`config.mk`:
```
export PLATFORM = sky130hd
export DESIGN_NAME = machine_demultiplex
export DESIGN_NICKNAME = d
export VERILOG_FILES = /design/src/rtl/machine_demultiplex.sv
export SDC_FILE = /design/constraint.sdc
export NUM_CORES = 1
export LEC_CHECK = 0
export CAP_MARGIN = 20
export CELL_PAD_IN_SITES_DETAIL_PLACEMENT = 1
export CELL_PAD_IN_SITES_GLOBAL_PLACEMENT = 1
export CORE_MARGIN = 1.5
export CORE_UTILIZATION = 37
export DETAILED_ROUTE_END_ITERATION = 7
export GPL_ROUTABILITY_DRIVEN = 0
export HOLD_SLACK_MARGIN = 0.08
export PLACE_DENSITY = 0.76
export SLEW_MARGIN = 30
export SYNTH_ARGS = -nofsm -noshare
export SYNTH_HDL_FRONTEND = slang
export SYNTH_SLANG_ARGS = --single-unit
```
`constraint.sdc`:
```
create_clock -name system1000 -period 1.85 [get_ports system1000]
set_input_delay 0.4625 -clock system1000 [delete_from_list [all_inputs] [get_ports system1000]]
set_output_delay 0.4625 -clock system1000 [all_outputs]
set_load 0.01 [all_outputs]
```
`src/rtl/machine_demultiplex.sv`:
```
// Lane-serial to word demultiplexer: rebuilds LANES beats (lane 0 first, framed by din_first)
// into one word behind a valid/ready output register. Optional parity: MACHINE_DEMUX_PARITY_EN.
module machine_demultiplex #(
    parameter int LANE_W = 4,
    parameter int LANES  = 4
) (
    input  logic                      system1000,
    input  logic                      system1000_rst,
    input  logic [LANE_W-1:0]         din,
    input  logic                      din_valid,
    input  logic                      din_first,
`ifdef MACHINE_DEMUX_PARITY_EN
    input  logic                      din_par,
    output logic                      dout_par_err,
`endif
    output logic [LANES*LANE_W-1:0]   dout,
    output logic                      dout_valid,
    input  logic                      dout_ready,
    output logic                      sync_err,
    output logic                      overrun
);

    localparam int W     = LANES * LANE_W;
    localparam int CNT_W = $clog2(LANES);
    localparam logic [CNT_W-1:0] LAST_LANE = CNT_W'(LANES - 1);

    typedef enum logic {IDLE, COLLECT} state_e;

    state_e           state_q, state_d;
    logic [CNT_W-1:0] cnt_q, cnt_d;
    logic [W-1:0]     asm_q, asm_d;
    logic [W-1:0]     dout_q, dout_d;
    logic             dout_valid_q, dout_valid_d;
    logic             sync_err_q, sync_err_d;
    logic             overrun_q, overrun_d;
    logic             complete;

`ifdef MACHINE_DEMUX_PARITY_EN
    logic par_q, par_d;
    logic dout_par_q, dout_par_d;
    logic beat_bad;
    logic word_par;

    assign beat_bad = din_valid & ((^din) ^ din_par);
    assign word_par = par_q | beat_bad;
`endif

    // State register: every flop in the block, cleared asynchronously.
    always_ff @(posedge system1000 or posedge system1000_rst) begin
        if (system1000_rst) begin
            state_q      <= IDLE;
            cnt_q        <= '0;
            asm_q        <= '0;
            dout_q       <= '0;
            dout_valid_q <= 1'b0;
            sync_err_q   <= 1'b0;
            overrun_q    <= 1'b0;
`ifdef MACHINE_DEMUX_PARITY_EN
            par_q        <= 1'b0;
            dout_par_q   <= 1'b0;
`endif
        end else begin
            // NOTE: non-blocking here so every flop samples the pre-edge values of the others.
            state_q      <= state_d;
            cnt_q        <= cnt_d;
            asm_q        <= asm_d;
            dout_q       <= dout_d;
            dout_valid_q <= dout_valid_d;
            sync_err_q   <= sync_err_d;
            overrun_q    <= overrun_d;
`ifdef MACHINE_DEMUX_PARITY_EN
            par_q        <= par_d;
            dout_par_q   <= dout_par_d;
`endif
        end
    end

    // Next-state logic: framing, lane counter and assembly register.
    always_comb begin
        // NOTE: every target gets a default first so no path leaves one unassigned (no latches).
        state_d    = state_q;
        cnt_d      = cnt_q;
        asm_d      = asm_q;
        complete   = 1'b0;
        sync_err_d = 1'b0;
`ifdef MACHINE_DEMUX_PARITY_EN
        par_d      = par_q;
`endif
        unique case (state_q)
            IDLE: begin
                if (din_valid) begin
                    if (din_first) begin
                        asm_d[LANE_W-1:0] = din;
                        cnt_d             = CNT_W'(1);
                        state_d           = COLLECT;
`ifdef MACHINE_DEMUX_PARITY_EN
                        par_d             = beat_bad;
`endif
                    end else begin
                        sync_err_d = 1'b1;
                    end
                end
            end
            COLLECT: begin
                if (din_valid) begin
                    if (din_first) begin
                        sync_err_d        = 1'b1;
                        asm_d[LANE_W-1:0] = din;
                        cnt_d             = CNT_W'(1);
`ifdef MACHINE_DEMUX_PARITY_EN
                        par_d             = beat_bad;
`endif
                    end else begin
                        asm_d[int'(cnt_q)*LANE_W +: LANE_W] = din;
`ifdef MACHINE_DEMUX_PARITY_EN
                        par_d = word_par;
`endif
                        if (cnt_q == LAST_LANE) begin
                            complete = 1'b1;
                            cnt_d    = '0;
                            state_d  = IDLE;
`ifdef MACHINE_DEMUX_PARITY_EN
                            par_d    = 1'b0;
`endif
                        end else begin
                            cnt_d = cnt_q + 1'b1;
                        end
                    end
                end
            end
            default: state_d = IDLE;
        endcase
    end

    // Output logic: a completed word only replaces dout when the slot is free or being consumed.
    always_comb begin
        dout_d       = dout_q;
        dout_valid_d = dout_valid_q;
        overrun_d    = 1'b0;
`ifdef MACHINE_DEMUX_PARITY_EN
        dout_par_d   = dout_par_q;
`endif
        if (complete) begin
            if (!dout_valid_q || dout_ready) begin
                dout_d       = asm_d;
                dout_valid_d = 1'b1;
`ifdef MACHINE_DEMUX_PARITY_EN
                dout_par_d   = word_par;
`endif
            end else begin
                overrun_d = 1'b1;
            end
        end else if (dout_valid_q && dout_ready) begin
            dout_valid_d = 1'b0;
        end
    end

    assign dout       = dout_q;
    assign dout_valid = dout_valid_q;
    assign sync_err   = sync_err_q;
    assign overrun    = overrun_q;
`ifdef MACHINE_DEMUX_PARITY_EN
    assign dout_par_err = dout_par_q;
`endif

endmodule

```
==> metrics.yaml <==
grt_setup_unrepaired: "false"
netlist_area_sq_um: 1680
seqCellArea_sq_um: 851
clk_latency_ns: 0.30
syn_to_final_growth_pct: 31.0
ant_nets: 0
grt_util_all_layers_pct: 19.2
outcome: "finished, final reports clean"
ir_worst_vdd_uv: 735
holdCritPathClass: "reg2reg"
fin_area_sq_um: 2200
cap_violations: 0
remaining_drc_errors: 0
die_h_um: 70.4
clockBufferDepth: 2
die-area_sq_um: 4950
die_w_um: 70.4
cpMaxStageDelayCell: "ha_2"
filler_cell_count: 475
drt_iter0_drc: 82
numCtsBuffers: 5
rows: 24
timing_hold_violations_final: 0
drive_gt1_share_pct: 21.6
multi_input_area_sq_um: 773
antenna_cells: 0
routed_via_density: 5.52
drt_pre_antenna_iters: 4
htreeDepth: 2
ys_ff_latch: 34
dpl_cell_area_sq_um: 2090
pre_cts_slack_ns: -0.178
crit_required_ns: 2.04
vias: 1337
setup_viol: 0
synth-seq-area-share_pct: 50.7
worstMarginPinSlew_ns: 0.438
cp_top_family: "compound AO/OA/AOI/OAI gates"
crit_buf_inv: 1
arrival_ns: 1.94
path_max_fanout: 8
grt-ovfl-total: 0
ys_types: 34
end_kind: "register"
worst_slack_ns: 0.101
cts_tree: "yes"
antenna_found_initial: 0
grt_pass1_vias: 1418
p_int_mw: 2.15
power_density_nw_per_um2: 1500
power_switching_mw: 1.15
post_cts_buffers: 0
critPathMaxStageDelay_ns: 0.40
path_cells: "inv_1 > ha_2 > and4bb_4 > a31o_2 > a22o_1"
grt_max_degree: 35
max_slew_margin_pct: 70.8
switching_share_pct: 34.8
fin_skew_ns: 0.00667
synthesis.nets: 160
final-max-slew-violation-count: 0
syn_avg_cell_area_sq_um: 11.5
cts.sinks: 34
clk_pin_slew_ns: 0.07
place_hpwl_mm: 3.22
wire_per_inst_um: 18.3
seq_power_share_pct: 36.7
path_class: "reg2reg"
yosysWarningCount: 0
io_buffers: 27
clockRootBuffer: "clkbuf_8"
netlist_instances: 146
initial_core_util_pct: 38.6
final_nets: 203
crit_path_start_kind: "register"
p_comb_share_pct: 45.9
power.leakage_nw: 1.04
pwr-share-clk_pct: 17.4
wirelength_mm: 4.43
boundaryPins: 28
fin_crit_ns: 1.75
grt_pass1_wl_mm: 7.26
core_area_sq_um: 4350
post-route-period-util_pct: 94.5
timing.fmax_ghz: 0.572
path summary, 6_finish.rpt:
kind                       slack [ns]  cells after the start      startpoint        to
setup / recovery                 0.10                      5        cnt_q[0]  asm_q[2]
hold / removal                   0.48                      2        asm_q[9]  asm_q[9]
setup reg to reg                 0.10                      5        cnt_q[0]  asm_q[2]
hold reg to reg                  0.48                      2        asm_q[9]  asm_q[9]
max in group asynchronous        0.97                      3  system1000_rst  sync_err
min in group asynchronous        0.56                      3  system1000_rst  dout[15]
cell usage after synthesis:
cell | number | area (sq um)
and4b_1 | 6 | 60.1
nand4b_1 | 1 | 8.76
nor4b_2 | 1 | 15.0
a2bb2oi_1 | 4 | 35.0
a21o_2 | 1 | 8.76
and3_1 | 4 | 25.0
nor2_1 | 2 | 7.51
xnor2_1 | 1 | 8.76
a22oi_1 | 4 | 30.0
nor3b_1 | 1 | 7.51
nand3_1 | 5 | 25.0
nand2b_1 | 1 | 6.26
buf_2 | 4 | 20.0
clkbuf_1 | 1 | 3.75
ha_1 | 5 | 62.6
inv_1 | 3 | 11.3
mux2_4 | 4 | 60.1
nand2_1 | 20 | 75.1
buf_4 | 2 | 15.0
a31o_2 | 1 | 8.76
nor2_4 | 1 | 11.3
a21oi_1 | 4 | 20.0
a31oi_1 | 4 | 25.0
nand4b_4 | 2 | 47.6
clkbuf_2 | 1 | 5.00
nor2b_1 | 1 | 6.26
a22o_1 | 5 | 43.8
mux2_2 | 4 | 45.0
and4bb_4 | 1 | 16.3
a311oi_1 | 4 | 35.0
dfrtp_1 | 34 | 851
o21ai_0 | 11 | 55.1
and2_1 | 2 | 12.5
buf_6 | 1 | 11.3
power by group through the flow:
stage,registers (mW),logic [mW],clock network (mW)
final,1.21,1.52,0.577
after global routing,1.25,1.66,0.615
after CTS,1.21,1.48,0.581
after detailed placement,1.22,1.47,0
after global placement,1.20,1.42,0
after floorplan,1.26,0.758,0
placed cells by master, fill, tap and decap left out:
cell type and count:
mux2_4 4, nor2b_1 1, nand4b_4 2, nor2_1 2, ha_2 1, nand4b_1 1, a21o_2 1, buf_4 18
a311oi_1 4, nand3_1 5, and4bb_4 1, clkbuf_8 6, a31oi_1 4, dlymetal6s2s_1 1, a21oi_1 4, a2bb2oi_1 4
nor4b_4 1, clkinv_2 1, and2_1 2, mux2_2 4, a31o_2 1, and3_1 4, nor3b_1 1, ha_1 4
a22oi_1 4, inv_1 3, nand2_1 20, a22o_1 5, xnor2_1 1, and4b_1 6, o21ai_0 11, nor2_4 1
dfrtp_1 34, clkdlybuf4s50_1 26, nand2b_1 1, clkbuf_1 1
state kept, by name, summed over array words and instances (netlist names):
| name | flops |
|---|---|
| asm_q | 12 |
| state_q | 1 |
| overrun | 1 |
| dout | 16 |
| cnt_q | 2 |
| sync_err | 1 |
| dout_valid | 1 |
per-stage QoR:
step	instances	TNS [ns]	power [mW]	hold WS [ns]	utilization, %
2_1_floorplan	146	0	2.02	0.433	-
3_3_place_gp	234	-2.09	2.62	0.447	48.1
3_5_place_dp	234	-2.79	2.69	0.465	48.1
4_1_cts	242	0	3.28	0.483	50.2
5_1_grt	242	0	3.52	0.509	50.5
6_report	242	0	3.31	0.482	50.5
layout make-up:
cell class,count,share of cell area [%]
clock buffers,7,3.92
clock inverters,1,0.228
inverters,3,0.512
multi-input cells,100,35.2
flip-flops and latches,34,38.7
well taps,52,2.96
repair buffers,45,18.5
kinds of logic after synthesis:
logic type / Yosys count / synth area share (%)
AND/OR/NAND/NOR: 48 / 19.3
flip-flops: 34 / 50.7
XOR/XNOR: 1 / 0.522
adder cells (fa/ha/maj): 5 / 3.73
AO/OA/AOI/OAI: 38 / 15.6
multiplexers: 8 / 6.26
buffers and inverters: 12 / 3.95
metal layers:
metal / wire, um / global-route usage, % / vias to the layer above / part of all wire, %
met5: 0 / 0 / - / 0
met4: 63 / 5.77 / 0 / 1.4
met3: 242 / 5.63 / 7 / 5.5
met2: 2180 / 30.0 / 32 / 49
met1: 1940 / 25.8 / 678 / 44
li1: - / - / 620 / -
repair_timing:
item                                   CTS  global route
setup endpoints to repair                0             6
hold buffers                             0             0
endpoints found under the hold margin    0             0
gates resized for setup                  0             3
tightest hold or removal path, delay by kind of cell (launching register included):
| family | cells | cell delay (ns) |
|---|---|---|
| flops | 1 | 0.32 |
| simple gates | 2 | 0.13 |
Power figures use the tool's default switching activity.
